--- config.mk ---
export PLATFORM = sky130hd
export DESIGN_NAME = lru_tracker
export DESIGN_NICKNAME = d
export VERILOG_FILES = /design/src/rtl/lru_tracker.sv
export SDC_FILE = /design/constraint.sdc
export NUM_CORES = 1
export LEC_CHECK = 0
export CAP_MARGIN = 25
export CORE_MARGIN = 10
export CORE_UTILIZATION = 30
export DETAILED_ROUTE_END_ITERATION = 6
export GPL_ROUTABILITY_DRIVEN = 0
export PLACE_DENSITY_LB_ADDON = 0.25
export RECOVER_POWER = 25
export SYNTH_ARGS = -nofsm -noshare
export SYNTH_HDL_FRONTEND = slang
export SYNTH_SLANG_ARGS = --single-unit
--- constraint.sdc ---
create_clock -name clock -period 5.7 [get_ports clock]
set_input_delay 0.855 -clock clock [delete_from_list [all_inputs] [get_ports clock]]
set_output_delay 0.855 -clock clock [all_outputs]
set_load 0.005 [all_outputs]
--- src/rtl/lru_tracker.sv ---
// Per-set true-LRU age tracker with registered victim lookup and a
// one-set-per-cycle flush sweep that restores every set to way 0 = LRU.
module lru_tracker #(
  parameter  int NUM_WAYS = 4,
  parameter  int NUM_SETS = 16,
  localparam int WW       = $clog2(NUM_WAYS),
  localparam int SW       = $clog2(NUM_SETS)
) (
  input  logic          clock,
  input  logic          reset,
  input  logic          access_valid,
  input  logic [SW-1:0] access_set,
  input  logic [WW-1:0] access_way,
  input  logic          query_valid,
  input  logic [SW-1:0] query_set,
  output logic          victim_valid,
  output logic [WW-1:0] victim_way,
  input  logic          flush_req,
  output logic          busy
);

  typedef enum logic {IDLE = 1'b0, FLUSH = 1'b1} state_t;

  state_t        state_reg;
  logic [SW-1:0] cnt_reg;
  logic          busy_reg;
  logic          victim_valid_reg;
  logic [WW-1:0] victim_way_reg;

  logic [NUM_SETS-1:0][NUM_WAYS-1:0][WW-1:0] ages_all;

  // Each set owns its ages; the whole array resets asynchronously, so it
  // lives in flops rather than block RAM.
  genvar gi;
  generate
    for (gi = 0; gi < NUM_SETS; gi++) begin : g_set
      logic [NUM_WAYS-1:0][WW-1:0] row_reg;
      logic                        hit;
      logic                        flush_wr;
      logic [WW-1:0]               old_age;

      assign hit      = access_valid && !busy_reg && (access_set == SW'(gi));
      assign flush_wr = busy_reg && (cnt_reg == SW'(gi));
      assign old_age  = row_reg[access_way];

      always_ff @(posedge clock or posedge reset) begin
        if (reset) begin
          for (int w = 0; w < NUM_WAYS; w++) row_reg[w] <= WW'(NUM_WAYS - 1 - w);
        end else if (flush_wr) begin
          for (int w = 0; w < NUM_WAYS; w++) row_reg[w] <= WW'(NUM_WAYS - 1 - w);
        end else if (hit) begin
          // Only ways younger than the touched one age; the permutation holds.
          for (int w = 0; w < NUM_WAYS; w++) begin
            if (WW'(w) == access_way)
              row_reg[w] <= '0;
            else if (row_reg[w] < old_age)
              row_reg[w] <= row_reg[w] + 1'b1;
          end
        end
      end

      assign ages_all[gi] = row_reg;
    end
  endgenerate

  logic [NUM_WAYS-1:0][WW-1:0] q_row;
  logic [WW-1:0]               lru_way;

  // Lookup reads pre-update state: no bypass from a same-edge access.
  always_comb begin
    q_row   = ages_all[query_set];
    lru_way = '0;
    for (int w = 0; w < NUM_WAYS; w++) begin
      if (q_row[w] == WW'(NUM_WAYS - 1)) lru_way = WW'(w);
    end
  end

  always_ff @(posedge clock or posedge reset) begin
    if (reset) begin
      state_reg        <= IDLE;
      cnt_reg          <= '0;
      busy_reg         <= 1'b0;
      victim_valid_reg <= 1'b0;
      victim_way_reg   <= '0;
    end else begin
      case (state_reg)
        IDLE: begin
          if (flush_req) begin
            state_reg <= FLUSH;
            cnt_reg   <= '0;
            busy_reg  <= 1'b1;
          end
        end
        FLUSH: begin
          cnt_reg <= cnt_reg + 1'b1;
          if (cnt_reg == SW'(NUM_SETS - 1)) begin
            state_reg <= IDLE;
            busy_reg  <= 1'b0;
          end
        end
        default: state_reg <= IDLE;
      endcase

      if (query_valid && !busy_reg) begin
        victim_valid_reg <= 1'b1;
        victim_way_reg   <= lru_way;
      end else begin
        victim_valid_reg <= 1'b0;
      end
    end
  end

  assign victim_valid = victim_valid_reg;
  assign victim_way   = victim_way_reg;
  assign busy         = busy_reg;

endmodule

==> metrics.md <==
| Metric | Value |
|---|---|
| Max FO, Critical Path | `38` |
| Root Buffer | `clkbuf_16` |
| Worst-case reg-to-reg path depth | `6` |
| # Post-CTS Setup Buffers | `0` |
| Hold Path Class | `register to register` |
| Compound-gate portion of the synthesized area | `0.2173` |
| Total global routing overflow | `0` |
| IO Port Bufs | `18` |
| CP arrival | `3.11 ns` |
| Max reg flops | `128` |
| Later-pin clock latency in the skew report | `0.43 ns` |
| Power density cells | `509.1 nW/um^2` |
| Vias in the first global route | `9,353` |
| Fmax | `252.0 MHz` |
| Min-delay src | `ages_all[41]$_DFFE_PP1P_` |
| Post-DP HPWL | `21.91 mm` |
| Hold-fix buffers at CTS | `0` |
| CTS Sinks | `137` |
| Routed vias | `9,480` |
| PnR Total Power | `6067 uW` |
| TritonCTS buffer count | `17` |
| Final wirelength | `31.88 mm` |
| Critical Path RT | `4.85 ns` |
| Hold Crit Depth | `2` |
| Vias/cell | `5.677` |
| Worst Hold End | `ages_all[41]$_DFFE_PP1P_` |
| Drt wl/cell | `19.09 um` |
| Final min period | `3.968 ns` |
| Post-synth cell types | `78` |
| Clock transition at the registers of the reported paths | `0.06 ns` |
| Synth Area in XOR/XNOR | `0.001628` |
| Post-synth EDFFs | `0` |
| Final net count | `1,278` |
| First-pass GRT wire length | `52.22 mm` |
| Sequential area share after synthesis | `0.3260` |
| Main combinational cell family by area after synthesis | `simple AND/OR/NAND/NOR gates` |
| Post-Syn Area | `10,760 sq um` |
| Synthesized instance count | `1,210` |
| Core ar. | `35,480 sq um` |
| Failing checks | `max-capacitance violations, max-slew violations` |
| Starting Density | `0.3033` |
| Crit share post-route | `0.6961` |
| Drt initial violations | `651` |
| Worst reg2reg path startpoint | `busy$_DFFE_PP0P_` |
| Synth-to-layout area growth | `10.73%` |
| Final setup TNS | `0 ns` |
| Mux contribution to synthesized area | `0.08895` |
| Crit start category | `register` |
| Final Setup Violations | `0` |
| Leak | `0.004602 uW` |
| Die W | `209.4 um` |
| Adder-cell share of the synthesized area | `0.07907` |
| Avg Cell Area, Syn | `8.893 sq um` |
| Final Hold Viols | `0` |
| Die H | `209.4 um` |
| Crit path kind | `register to output pin` |
| Initial antenna violation count | `2` |
| Flops & latches, synth | `137` |
| Post-DRT Antenna Nets | `0` |
| Fin util | `0.3358` |
| Max capacitance violation total | `2` |
| CTS H-tree depth | `4` |
| Share of layout cells above drive strength 1 | `0.1573` |
| Remaining DRCs | `0` |
| Final clock skew | `0.01260 ns` |
| CTS tree | `done` |
| Post-CTS Resized | `0` |
| R2R Setup Slk | `2.01 ns` |
| Die area | `43,840 sq um` |
| Row count | `69` |
| Slew Viols, Final | `119` |
| Fill count | `3,594` |
| First-pass DRT Iterations | `5` |
| Largest net degree at the start of global routing | `80` |
| RR Endpoint | `ages_all[89]$_DFFE_PP1P_` |
| Gr usage total | `0.1473` |
| Ports | `19` |
| Status | `finished with violations` |
| Worst VDD drop | `167.6 uV` |
| YS warnings | `0` |
| Clock tree buffer depth | `2` |
| Syn Nets | `1,293` |
| Dominant synthesized flop cell | `dfrtp_1` |
| FFs w/ async S/R, synth | `1.000` |
| Rel. slew slack | `-1.580` |
| Unrepaired setup endpoints after global routing | `false` |
| Post-synthesis simple-gate area fraction | `0.2273` |
| Hold slack | `0.5149 ns` |
| Slew @ Worst Pin | `3.849 ns` |
| CP Capture Type | `output pin` |
area by class of cell:
type / instances / area [sq um] / share of cell area
inverters: 69 / 260.3 / 0.02184
diodes: 1 / 2.502 / 0.0002100
clock inverters: 14 / 173.9 / 0.01460
repair buffers: 39 / 344.1 / 0.02888
flip-flops and latches: 137 / 3508 / 0.2944
clock buffers: 18 / 429.2 / 0.03602
well taps: 461 / 576.8 / 0.04841
multi-input cells: 931 / 6620 / 0.5556
power breakdown:
group          switching (uW)  internal (uW)  total [uW]
logic                    1520           1320        2840
registers                 544           1520        2060
clock network             475            691        1170
metrics by stage:
| step | worst slack (ns) | instances | cell area (sq um) |
|---|---|---|---|
| 2_1_floorplan | 1.283 | 1210 | 10760 |
| 3_3_place_gp | 2.040 | 1635 | 11280 |
| 3_5_place_dp | 1.936 | 1635 | 11280 |
| 4_1_cts | 2.378 | 1667 | 11890 |
| 5_1_grt | 1.382 | 1670 | 11920 |
| 6_report | 1.732 | 1670 | 11920 |
per-layer routing:
layer / vias to the layer above / wire (um) / share of wire / track usage
li1: 4524 / - / - / -
met1: 4694 / 14800 / 0.46 / 0.1892
met2: 204 / 14870 / 0.47 / 0.2404
met3: 56 / 1233 / 0.039 / 0.02539
met4: 2 / 957 / 0.030 / 0.05929
met5: - / 20 / 0.00063 / 0
synth_stat cells (all sizes together), types with 4 or more instances:
master	number	area (sq um)
a2111oi	16	191.4
a211o	4	35.03
a211oi	7	52.55
a21o	6	45.04
a21oi	96	480.5
a22o	5	43.79
a311o	16	171.4
a31oi	19	118.9
a41oi	4	35.03
and2	9	56.31
and3	8	50.05
and3b	4	35.03
and4	4	35.03
and4b	8	80.08
and4bb	4	50.05
buf	42	266.5
clkbuf	31	116.4
dfrtp	73	1827
dfstp	64	1682
ha	68	850.8
inv	69	259.0
mux2i	9	90.09
mux4	38	855.8
nand2	83	311.6
nand2b	12	75.07
nand3	24	120.1
nand3b	12	90.09
nand4	9	56.30
nand4b	10	87.58
nor2	128	488.0
nor2b	34	212.7
nor3	47	235.2
nor3b	21	157.7
nor4b	5	62.56
o211ai	15	112.6
o21ai	114	570.6
o22ai	8	50.05
o31a	18	157.7
o41ai	6	52.55
or4	15	112.6
cells in the final DEF, fill, tap and decap left out, drive strengths merged, types with 9 or more instances in the layout:
cell type	instances
clkbuf	20
nand3	24
a311o	16
dfrtp	73
a2111oi	16
nor3	47
clkdlybuf4s50	14
nand4b	10
mux4	38
nand4	9
o21ai	114
inv	70
or4	15
a21oi	96
nor2b	34
nand3b	12
nand2b	12
nor3b	21
o31a	18
and2	9
a31oi	19
nor2	128
buf	21
nand2	83
dfstp	64
o211ai	15
mux2i	9
ha	68
worst max path at each step:
stage,slack [ns],start,end
3_3_place_gp,2.04,access_way[0],ages_all[80]$_DFFE_PP1P_
6_report,1.73,busy$_DFFE_PP0P_,busy
4_1_cts,2.38,access_way[0],ages_all[80]$_DFFE_PP1P_
5_1_grt,1.38,reset,ages_all[33]$_DFFE_PP1P_
2_1_floorplan,1.28,reset,ages_all[101]$_DFFE_PP0P_
3_5_place_dp,1.94,access_way[0],ages_all[80]$_DFFE_PP1P_
worst max-delay path, stage by stage (launching register included):
cell	delay [ns]
dfrtp_1	0.47
clkbuf_1	1.46
clkdlybuf4s50_1	0.76
logic make-up (layout without fill, tap and decap cells):
kind of cell             after synthesis  in the layout
AO/OA/AOI/OAI                        359            359
adder cells (fa/ha/maj)               68             68
other                                  0              1
buffers and inverters                142            140
multiplexers                          48             48
flip-flops                           137            137
XOR/XNOR                               2              2
AND/OR/NAND/NOR                      454            454
Power figures use the tool's default switching activity.
